[config.mk]
export PLATFORM = sky130hd
export DESIGN_NAME = mem_wb_stage_flat
export DESIGN_NICKNAME = d
export VERILOG_FILES = /design/src/rtl/mips_pkg.sv /design/src/rtl/mem_wb_stage_if.sv /design/src/rtl/mem_wb_stage_load_extract.sv /design/src/rtl/mem_wb_stage.sv /design/src/flat_wrapper.sv
export SDC_FILE = /design/constraint.sdc
export NUM_CORES = 1
export LEC_CHECK = 0
export CELL_PAD_IN_SITES_DETAIL_PLACEMENT = 1
export CELL_PAD_IN_SITES_GLOBAL_PLACEMENT = 2
export CORE_MARGIN = 2
export CORE_UTILIZATION = 26
export CTS_CLUSTER_SIZE = 24
export DETAILED_ROUTE_END_ITERATION = 8
export GPL_TIMING_DRIVEN = 0
export PLACE_DENSITY_LB_ADDON = 0.1
export SYNTH_ARGS = -nofsm -noshare
export SYNTH_HDL_FRONTEND = slang
export SYNTH_SLANG_ARGS = --single-unit
[constraint.sdc]
create_clock -name clock -period 5.3 [get_ports clock]
set_input_delay 1.06 -clock clock [delete_from_list [all_inputs] [get_ports clock]]
set_output_delay 1.06 -clock clock [all_outputs]
set_load 0.05 [all_outputs]
[src/rtl/mips_pkg.sv]
// Shared MIPS datapath constants: default widths and load-type encodings.
package mips_pkg;

    localparam int MIPS_DATA_W = 32;
    localparam int MIPS_REG_AW = 5;

    // Load type codes carried on tipoLe; any other code is treated as a word load.
    localparam logic [2:0] TL_LW  = 3'b000;
    localparam logic [2:0] TL_LH  = 3'b001;
    localparam logic [2:0] TL_LHU = 3'b010;
    localparam logic [2:0] TL_LB  = 3'b011;
    localparam logic [2:0] TL_LBU = 3'b100;

endpackage

[src/rtl/mem_wb_stage_if.sv]
// EX/MEM -> MEM/WB bundle: upstream instruction fields, pipeline control,
// memory read data, register-file write port and forwarding taps.
interface mem_wb_if #(
    parameter int DATA_W = 32,
    parameter int REG_AW = 5
);
    logic              stall;
    logic              flush;
    logic              validIn;
    logic              lMem;
    logic              escReg;
    logic              memParaReg;
    logic [2:0]        tipoLe;
    logic [1:0]        ofsByte;
    logic [REG_AW-1:0] regDest;
    logic [DATA_W-1:0] aluOut;
    logic [DATA_W-1:0] leDados;

    logic              escRegWB;
    logic [REG_AW-1:0] regDestWB;
    logic [DATA_W-1:0] dadoWB;
    logic              validWB;
    logic              erroAlin;
    logic              fwdEsc;
    logic [REG_AW-1:0] fwdReg;
    logic [DATA_W-1:0] fwdDado;
    logic              loadPend;

    // Upstream pipeline / memory side.
    modport master (
        output stall, flush, validIn, lMem, escReg, memParaReg, tipoLe,
               ofsByte, regDest, aluOut, leDados,
        input  escRegWB, regDestWB, dadoWB, validWB, erroAlin,
               fwdEsc, fwdReg, fwdDado, loadPend
    );

    // The MEM->WB stage itself.
    modport slave (
        input  stall, flush, validIn, lMem, escReg, memParaReg, tipoLe,
               ofsByte, regDest, aluOut, leDados,
        output escRegWB, regDestWB, dadoWB, validWB, erroAlin,
               fwdEsc, fwdReg, fwdDado, loadPend
    );
endinterface

[src/rtl/mem_wb_stage_load_extract.sv]
// Big-endian sub-word load extraction with sign/zero extension and
// alignment check. Purely combinational.
module load_extract
    import mips_pkg::*;
(
    input  logic [31:0] i_word,
    input  logic [1:0]  i_ofs,
    input  logic [2:0]  i_tipo,
    output logic [31:0] o_data,
    output logic        o_misaligned
);

    logic [7:0]  w_byte;
    logic [15:0] w_half;

    // Offset 0 addresses the most significant byte of the word.
    always_comb begin
        case (i_ofs)
            2'd0:    w_byte = i_word[31:24];
            2'd1:    w_byte = i_word[23:16];
            2'd2:    w_byte = i_word[15:8];
            default: w_byte = i_word[7:0];
        endcase
    end

    // Halfword selection only looks at ofs[1]; ofs[0] set is flagged as misaligned.
    assign w_half = i_ofs[1] ? i_word[15:0] : i_word[31:16];

    // Select and extend per load type; reserved codes fall through as LW.
    always_comb begin
        o_data       = i_word;
        o_misaligned = 1'b0;
        case (i_tipo)
            TL_LH: begin
                o_data       = 32'($signed(w_half));
                o_misaligned = i_ofs[0];
            end
            TL_LHU: begin
                o_data       = {16'h0000, w_half};
                o_misaligned = i_ofs[0];
            end
            TL_LB:   o_data = 32'($signed(w_byte));
            TL_LBU:  o_data = {24'h000000, w_byte};
            default: o_misaligned = (i_ofs != 2'd0);
        endcase
    end

endmodule

[src/rtl/mem_wb_stage.sv]
// MEM->WB stage: stage A (_p0) lines up with the registered data-memory read,
// stage B (_p1) is the write-back register driving the register file.
module mem_wb_stage
    import mips_pkg::*;
#(
    parameter int DATA_W = MIPS_DATA_W,
    parameter int REG_AW = MIPS_REG_AW
) (
    input  logic    clock,
    input  logic    reset,
    mem_wb_if.slave bus
);

    // Stage A: instruction whose memory word is arriving on leDados this cycle.
    logic              r_vld_p0;
    logic              r_lmem_p0;
    logic              r_esc_p0;
    logic              r_m2r_p0;
    logic [2:0]        r_tipo_p0;
    logic [1:0]        r_ofs_p0;
    logic [REG_AW-1:0] r_rd_p0;
    logic [DATA_W-1:0] r_alu_p0;

    // Stage B: retiring instruction.
    logic              r_vld_p1;
    logic              r_esc_p1;
    logic              r_mis_p1;
    logic [REG_AW-1:0] r_rd_p1;
    logic [DATA_W-1:0] r_dado_p1;

    logic [31:0]       w_ext_data;
    logic              w_ext_mis;
    logic              w_mis_p0;
    logic [DATA_W-1:0] w_dado_p0;
    logic              w_adv;

    load_extract u_extract (
        .i_word       (bus.leDados),
        .i_ofs        (r_ofs_p0),
        .i_tipo       (r_tipo_p0),
        .o_data       (w_ext_data),
        .o_misaligned (w_ext_mis)
    );

    // Alignment faults only matter for real memory reads, not ALU ops with a ragged address.
    assign w_mis_p0  = r_lmem_p0 & w_ext_mis;
    assign w_dado_p0 = r_m2r_p0 ? w_ext_data : r_alu_p0;
    assign w_adv     = r_vld_p0 & ~bus.stall;

    // Stage A capture: flush kills the slot, stall holds it, otherwise take the new instruction.
    always_ff @(posedge clock) begin
        if (reset) begin
            r_vld_p0  <= 1'b0;
            r_lmem_p0 <= 1'b0;
            r_esc_p0  <= 1'b0;
            r_m2r_p0  <= 1'b0;
            r_tipo_p0 <= '0;
            r_ofs_p0  <= '0;
            r_rd_p0   <= '0;
            r_alu_p0  <= '0;
        end else if (bus.flush) begin
            r_vld_p0  <= 1'b0;
        end else if (!bus.stall) begin
            r_vld_p0  <= bus.validIn;
            r_lmem_p0 <= bus.lMem;
            r_esc_p0  <= bus.escReg;
            r_m2r_p0  <= bus.memParaReg;
            r_tipo_p0 <= bus.tipoLe;
            r_ofs_p0  <= bus.ofsByte;
            r_rd_p0   <= bus.regDest;
            r_alu_p0  <= bus.aluOut;
        end
    end

    // Stage B: advance only when A is not stalled, so a held load retires exactly once.
    always_ff @(posedge clock) begin
        if (reset) begin
            r_vld_p1  <= 1'b0;
            r_esc_p1  <= 1'b0;
            r_mis_p1  <= 1'b0;
            r_rd_p1   <= '0;
            r_dado_p1 <= '0;
        end else begin
            r_vld_p1 <= w_adv;
            if (w_adv) begin
                r_esc_p1  <= r_esc_p0;
                r_mis_p1  <= w_mis_p0;
                r_rd_p1   <= r_rd_p0;
                r_dado_p1 <= w_dado_p0;
            end
        end
    end

    // Write port: $zero is never written and a misaligned load drops its write.
    assign bus.validWB   = r_vld_p1;
    assign bus.escRegWB  = r_vld_p1 & r_esc_p1 & (r_rd_p1 != '0) & ~r_mis_p1;
    assign bus.regDestWB = r_rd_p1;
    assign bus.dadoWB    = r_dado_p1;
    assign bus.erroAlin  = r_vld_p1 & r_mis_p1;

    // Forwarding taps from stage A: ALU results are usable now, load data is not yet.
    assign bus.fwdEsc   = r_vld_p0 & r_esc_p0 & ~r_m2r_p0 & (r_rd_p0 != '0);
    assign bus.fwdReg   = r_rd_p0;
    assign bus.fwdDado  = r_alu_p0;
    assign bus.loadPend = r_vld_p0 & r_m2r_p0;

endmodule

[src/flat_wrapper.sv]
// flat-port wrapper written by rule: the top's interface ports become plain ports
module mem_wb_stage_flat import mips_pkg::*;
#(
    parameter int DATA_W = MIPS_DATA_W,
    parameter int REG_AW = MIPS_REG_AW
)
  (clock, reset, bus_stall, bus_flush, bus_validIn, bus_lMem, bus_escReg, bus_memParaReg, bus_tipoLe, bus_ofsByte, bus_regDest, bus_aluOut, bus_leDados, bus_escRegWB, bus_regDestWB, bus_dadoWB, bus_validWB, bus_erroAlin, bus_fwdEsc, bus_fwdReg, bus_fwdDado, bus_loadPend);
  mem_wb_if #(.DATA_W(DATA_W), .REG_AW(REG_AW)) bus_i ();
  input  logic clock;
  input  logic reset;
  input wire logic [$bits(bus_i.stall)-1:0] bus_stall;
  input wire logic [$bits(bus_i.flush)-1:0] bus_flush;
  input wire logic [$bits(bus_i.validIn)-1:0] bus_validIn;
  input wire logic [$bits(bus_i.lMem)-1:0] bus_lMem;
  input wire logic [$bits(bus_i.escReg)-1:0] bus_escReg;
  input wire logic [$bits(bus_i.memParaReg)-1:0] bus_memParaReg;
  input wire logic [$bits(bus_i.tipoLe)-1:0] bus_tipoLe;
  input wire logic [$bits(bus_i.ofsByte)-1:0] bus_ofsByte;
  input wire logic [$bits(bus_i.regDest)-1:0] bus_regDest;
  input wire logic [$bits(bus_i.aluOut)-1:0] bus_aluOut;
  input wire logic [$bits(bus_i.leDados)-1:0] bus_leDados;
  output wire logic [$bits(bus_i.escRegWB)-1:0] bus_escRegWB;
  output wire logic [$bits(bus_i.regDestWB)-1:0] bus_regDestWB;
  output wire logic [$bits(bus_i.dadoWB)-1:0] bus_dadoWB;
  output wire logic [$bits(bus_i.validWB)-1:0] bus_validWB;
  output wire logic [$bits(bus_i.erroAlin)-1:0] bus_erroAlin;
  output wire logic [$bits(bus_i.fwdEsc)-1:0] bus_fwdEsc;
  output wire logic [$bits(bus_i.fwdReg)-1:0] bus_fwdReg;
  output wire logic [$bits(bus_i.fwdDado)-1:0] bus_fwdDado;
  output wire logic [$bits(bus_i.loadPend)-1:0] bus_loadPend;
  assign bus_i.stall = bus_stall;
  assign bus_i.flush = bus_flush;
  assign bus_i.validIn = bus_validIn;
  assign bus_i.lMem = bus_lMem;
  assign bus_i.escReg = bus_escReg;
  assign bus_i.memParaReg = bus_memParaReg;
  assign bus_i.tipoLe = bus_tipoLe;
  assign bus_i.ofsByte = bus_ofsByte;
  assign bus_i.regDest = bus_regDest;
  assign bus_i.aluOut = bus_aluOut;
  assign bus_i.leDados = bus_leDados;
  assign bus_escRegWB = bus_i.escRegWB;
  assign bus_regDestWB = bus_i.regDestWB;
  assign bus_dadoWB = bus_i.dadoWB;
  assign bus_validWB = bus_i.validWB;
  assign bus_erroAlin = bus_i.erroAlin;
  assign bus_fwdEsc = bus_i.fwdEsc;
  assign bus_fwdReg = bus_i.fwdReg;
  assign bus_fwdDado = bus_i.fwdDado;
  assign bus_loadPend = bus_i.loadPend;
  mem_wb_stage #(.DATA_W(DATA_W), .REG_AW(REG_AW)) u_core (.clock(clock), .reset(reset), .bus(bus_i));
endmodule
==> impl_metrics.toml <==
[final_layout]
nNetsFinal = 789
seqCellArea_mm2 = 0.001722
syn_to_final_growth_pct = 50.64
drive_gt1_share_pct = 6.320
multi_input_area_mm2 = 0.002261
fillers = 1896
antenna_cells = 0

[synthesis]
synth_top_cells_by_count = "nand2_1 (137), dfxtp_1 (86), a21oi_1 (69)"
synthFlopType = "dfxtp_1"
async_flop_share_pct = 0
synth-seq-cells = 86
yosysMostFrequentCell = "nand2_1"
ys_seq_area_share_pct = 40.89
synth_top_area_share_pct = 40.89
syn-cell-area_mm2 = 0.004210
synth.distinct_cells = 50
syn_inst = 537
yosysTopAreaCell = "dfxtp_1"
yosys_warnings = 0
synth_edf_count = 0
synthTopCellsByArea = "dfxtp_1 (41%), nand2_1 (12%), a21oi_1 (8.2%)"
synth_area_per_cell_um2 = 7.840
syn-num-nets = 619

[worst_setup_path]
crit_path_start_kind = "flop"
cp_max_fo = 10
cp_data_arrival_time_ps = 2990
worstSetupPathType = "flop to output port"
crit_path_end_kind = "output port"
crit_top_cell = "clkbuf_1"
slowest_stage = "clkdlybuf4s50_1"
slowest_delay_ps = 800
required_ps = 4240
cp_cell_sequence = "clkbuf_1 > buf_2 > clkbuf_1 > and2_1 > clkdlybuf4s50_1"
worst_r2r_path_depth = 5

[power]
leakage_nw = 2.100
powerDensity_mw_per_mm2 = 249.0
peakVddDrop_v = 0.0001379

[cts]
clock_latency_ps = 340
cts_hold_buf = 0
cts_buffers = 9
cts_htree_levels = 3
clock_path_buffers = 2
cts_tree = "yes"
clock-sinks = 86
clk_pin_slew_worst_paths_ps = 60
post-cts-setup-buffers = 0
root_buffer = "clkbuf_16"
cts.repair.resized = 0

[sta]
fmax_mhz = 246.9
min_period_over_period_pct = 76.43
rsz0062_at_grt = "false"
clock_skew_ps = 4.792
finalSetupViolCount = 0
fin_tns_setup_ps = 0
holdWs_ps = 465.1
max-slew-margin-rel_pct = 47.73
finalHoldViolCount = 0
fin_crit_ps = 4051
slew_violations = 0
tightest_slew_ps = 781.1

[outcome]
outcome = "completed"

[route]
drc_errors = 0
wl_met1_mm = 8.572
vias = 4603
first_pass_iters = 4
route.met3.wl_um = 794
routed.top_layer = "met4"
routed_wl_mm = 18.09
viasPerCell = 4.960
wl_met2_mm = 8.478
postRouteAntennaNets = 0
post_drt_wl_per_cell_um = 19.49
drtIter0Drc = 256

[global_routing]
grt_pass1_vias = 4772
grt_max_degree = 14
track_usage_pct = 20.93
gr-total-overflow = 0
grt_first_pass_wirelength_mm = 28.08
antenna_found_initial = 0

[placed_design]
routabilityCongestion = 0.8364
io_buffers = 159
dpl.hpwl_mm = 13.92

[flow_run]
cap_viol_max_count = 0

[die]
start_util_pct = 26.60
die_h_um = 131.3
core-area_mm2 = 0.01583
die_area_mm2 = 0.01723
num_rows = 46
io_pins = 161
dieWidth_um = 131.3

[worst_hold_path]
min_path_cells = 2
hp-class = "flop to flop"
-- report_power, final --
part / switching (mW) / internal (mW) / total, mW / leakage (nW)
Clock: 0.268 / 0.331 / 0.599 / 0.126
Combinational: 0.175 / 0.123 / 0.297 / 1.28
Sequential: 0.0187 / 0.665 / 0.683 / 0.698
-- placed cells by master (no fill, tap or decap), types with 3 or more instances in the layout --
cell type        instances
a221oi_1                11
nor2_1                  33
dfxtp_1                 86
o21ai_0                 30
clkbuf_16                9
inv_1                    6
clkbuf_1                36
nor3_1                   3
a21oi_1                 69
a211o_1                  3
o221ai_1                 4
o21a_1                   4
a2111oi_0                4
clkdlybuf4s50_1        159
a311oi_1                 6
buf_2                    8
and2_1                   6
o211ai_1                17
nand2_1                137
mux2i_1                  9
nor2b_1                  5
o2111ai_1               16
mux2_2                  12
-- through the flow --
| stage | std cells | util, % | setup WS [ps] | instance area, um^2 | total power, mW |
|---|---|---|---|---|---|
| after CTS | 928 | 40.07 | 1199 | 6342 | 1.598 |
| after floorplan | 537 | - | 2259 | 4210 | 0.8465 |
| after global routing | 928 | 40.07 | 1102 | 6342 | 1.647 |
| final | 928 | 40.07 | 1249 | 6342 | 1.580 |
| after global placement | 912 | 38.36 | 1581 | 6072 | 0.9931 |
| after detailed placement | 912 | 38.36 | 1579 | 6072 | 0.9963 |
-- state kept, by name (all words and copies together) (netlist names) --
register              count
u_core.r_ofs_p0           2
u_core.bus.dadoWB        32
u_core.r_lmem_p0          1
u_core.bus.validWB        1
u_core.r_esc_p1           1
u_core.r_vld_p0           1
u_core.r_tipo_p0          3
u_core.bus.regDestWB      5
u_core.bus.fwdDado       32
u_core.bus.fwdReg         5
u_core.r_mis_p1           1
u_core.r_m2r_p0           1
u_core.r_esc_p0           1
-- worst paths after layout --
check	start	to	slack, ps
setup / recovery	u_core.r_m2r_p0$_SDFFE_PP0P_	bus_loadPend	1250
hold reg to reg	u_core.r_esc_p1$_SDFFE_PP0P_	u_core.r_esc_p1$_SDFFE_PP0P_	470
setup reg to reg	u_core.r_m2r_p0$_SDFFE_PP0P_	u_core.bus.dadoWB[26]$_SDFFE_PP0P_	2740
hold / removal	u_core.r_esc_p1$_SDFFE_PP0P_	u_core.r_esc_p1$_SDFFE_PP0P_	470
-- layer usage --
| layer | vias up | GRT usage, % |
|---|---|---|
| met4 | 0 | 5.918 |
| met3 | 17 | 3.241 |
| met2 | 117 | 34.91 |
| li1 | 2254 | - |
| met1 | 2215 | 28.08 |
| met5 | - | 0 |
-- cells by family (layout without fill, tap and decap cells) --
family / Yosys count / after routing / share of synthesized area, %
multiplexers: 22 / 22 / 5.884
buffers and inverters: 52 / 227 / 5.408
AND/OR/NAND/NOR: 196 / 196 / 19.26
AO/OA/AOI/OAI: 180 / 180 / 28.35
flip-flops: 86 / 86 / 40.89
XOR/XNOR: 1 / 1 / 0.2081
-- cell type report --
cell class,count,share of cell area [%]
Multi-Input combinational cell,399,35.65
Sequential cell,86,27.15
Timing Repair Buffer,159,25.09
Tap cell,216,4.261
Clock buffer,13,3.946
Buffer,45,3.176
Inverter,7,0.4143
Clock inverter,3,0.3156
-- critical path: cells and delay by family, from the launching register on --
kind | cells | cell delay [ps]
DFF | 1 | 310
buffers and inverters | 4 | 2110
and+or+nand+nor | 1 | 220
Note: power is estimated with default switching activity, not from simulation.
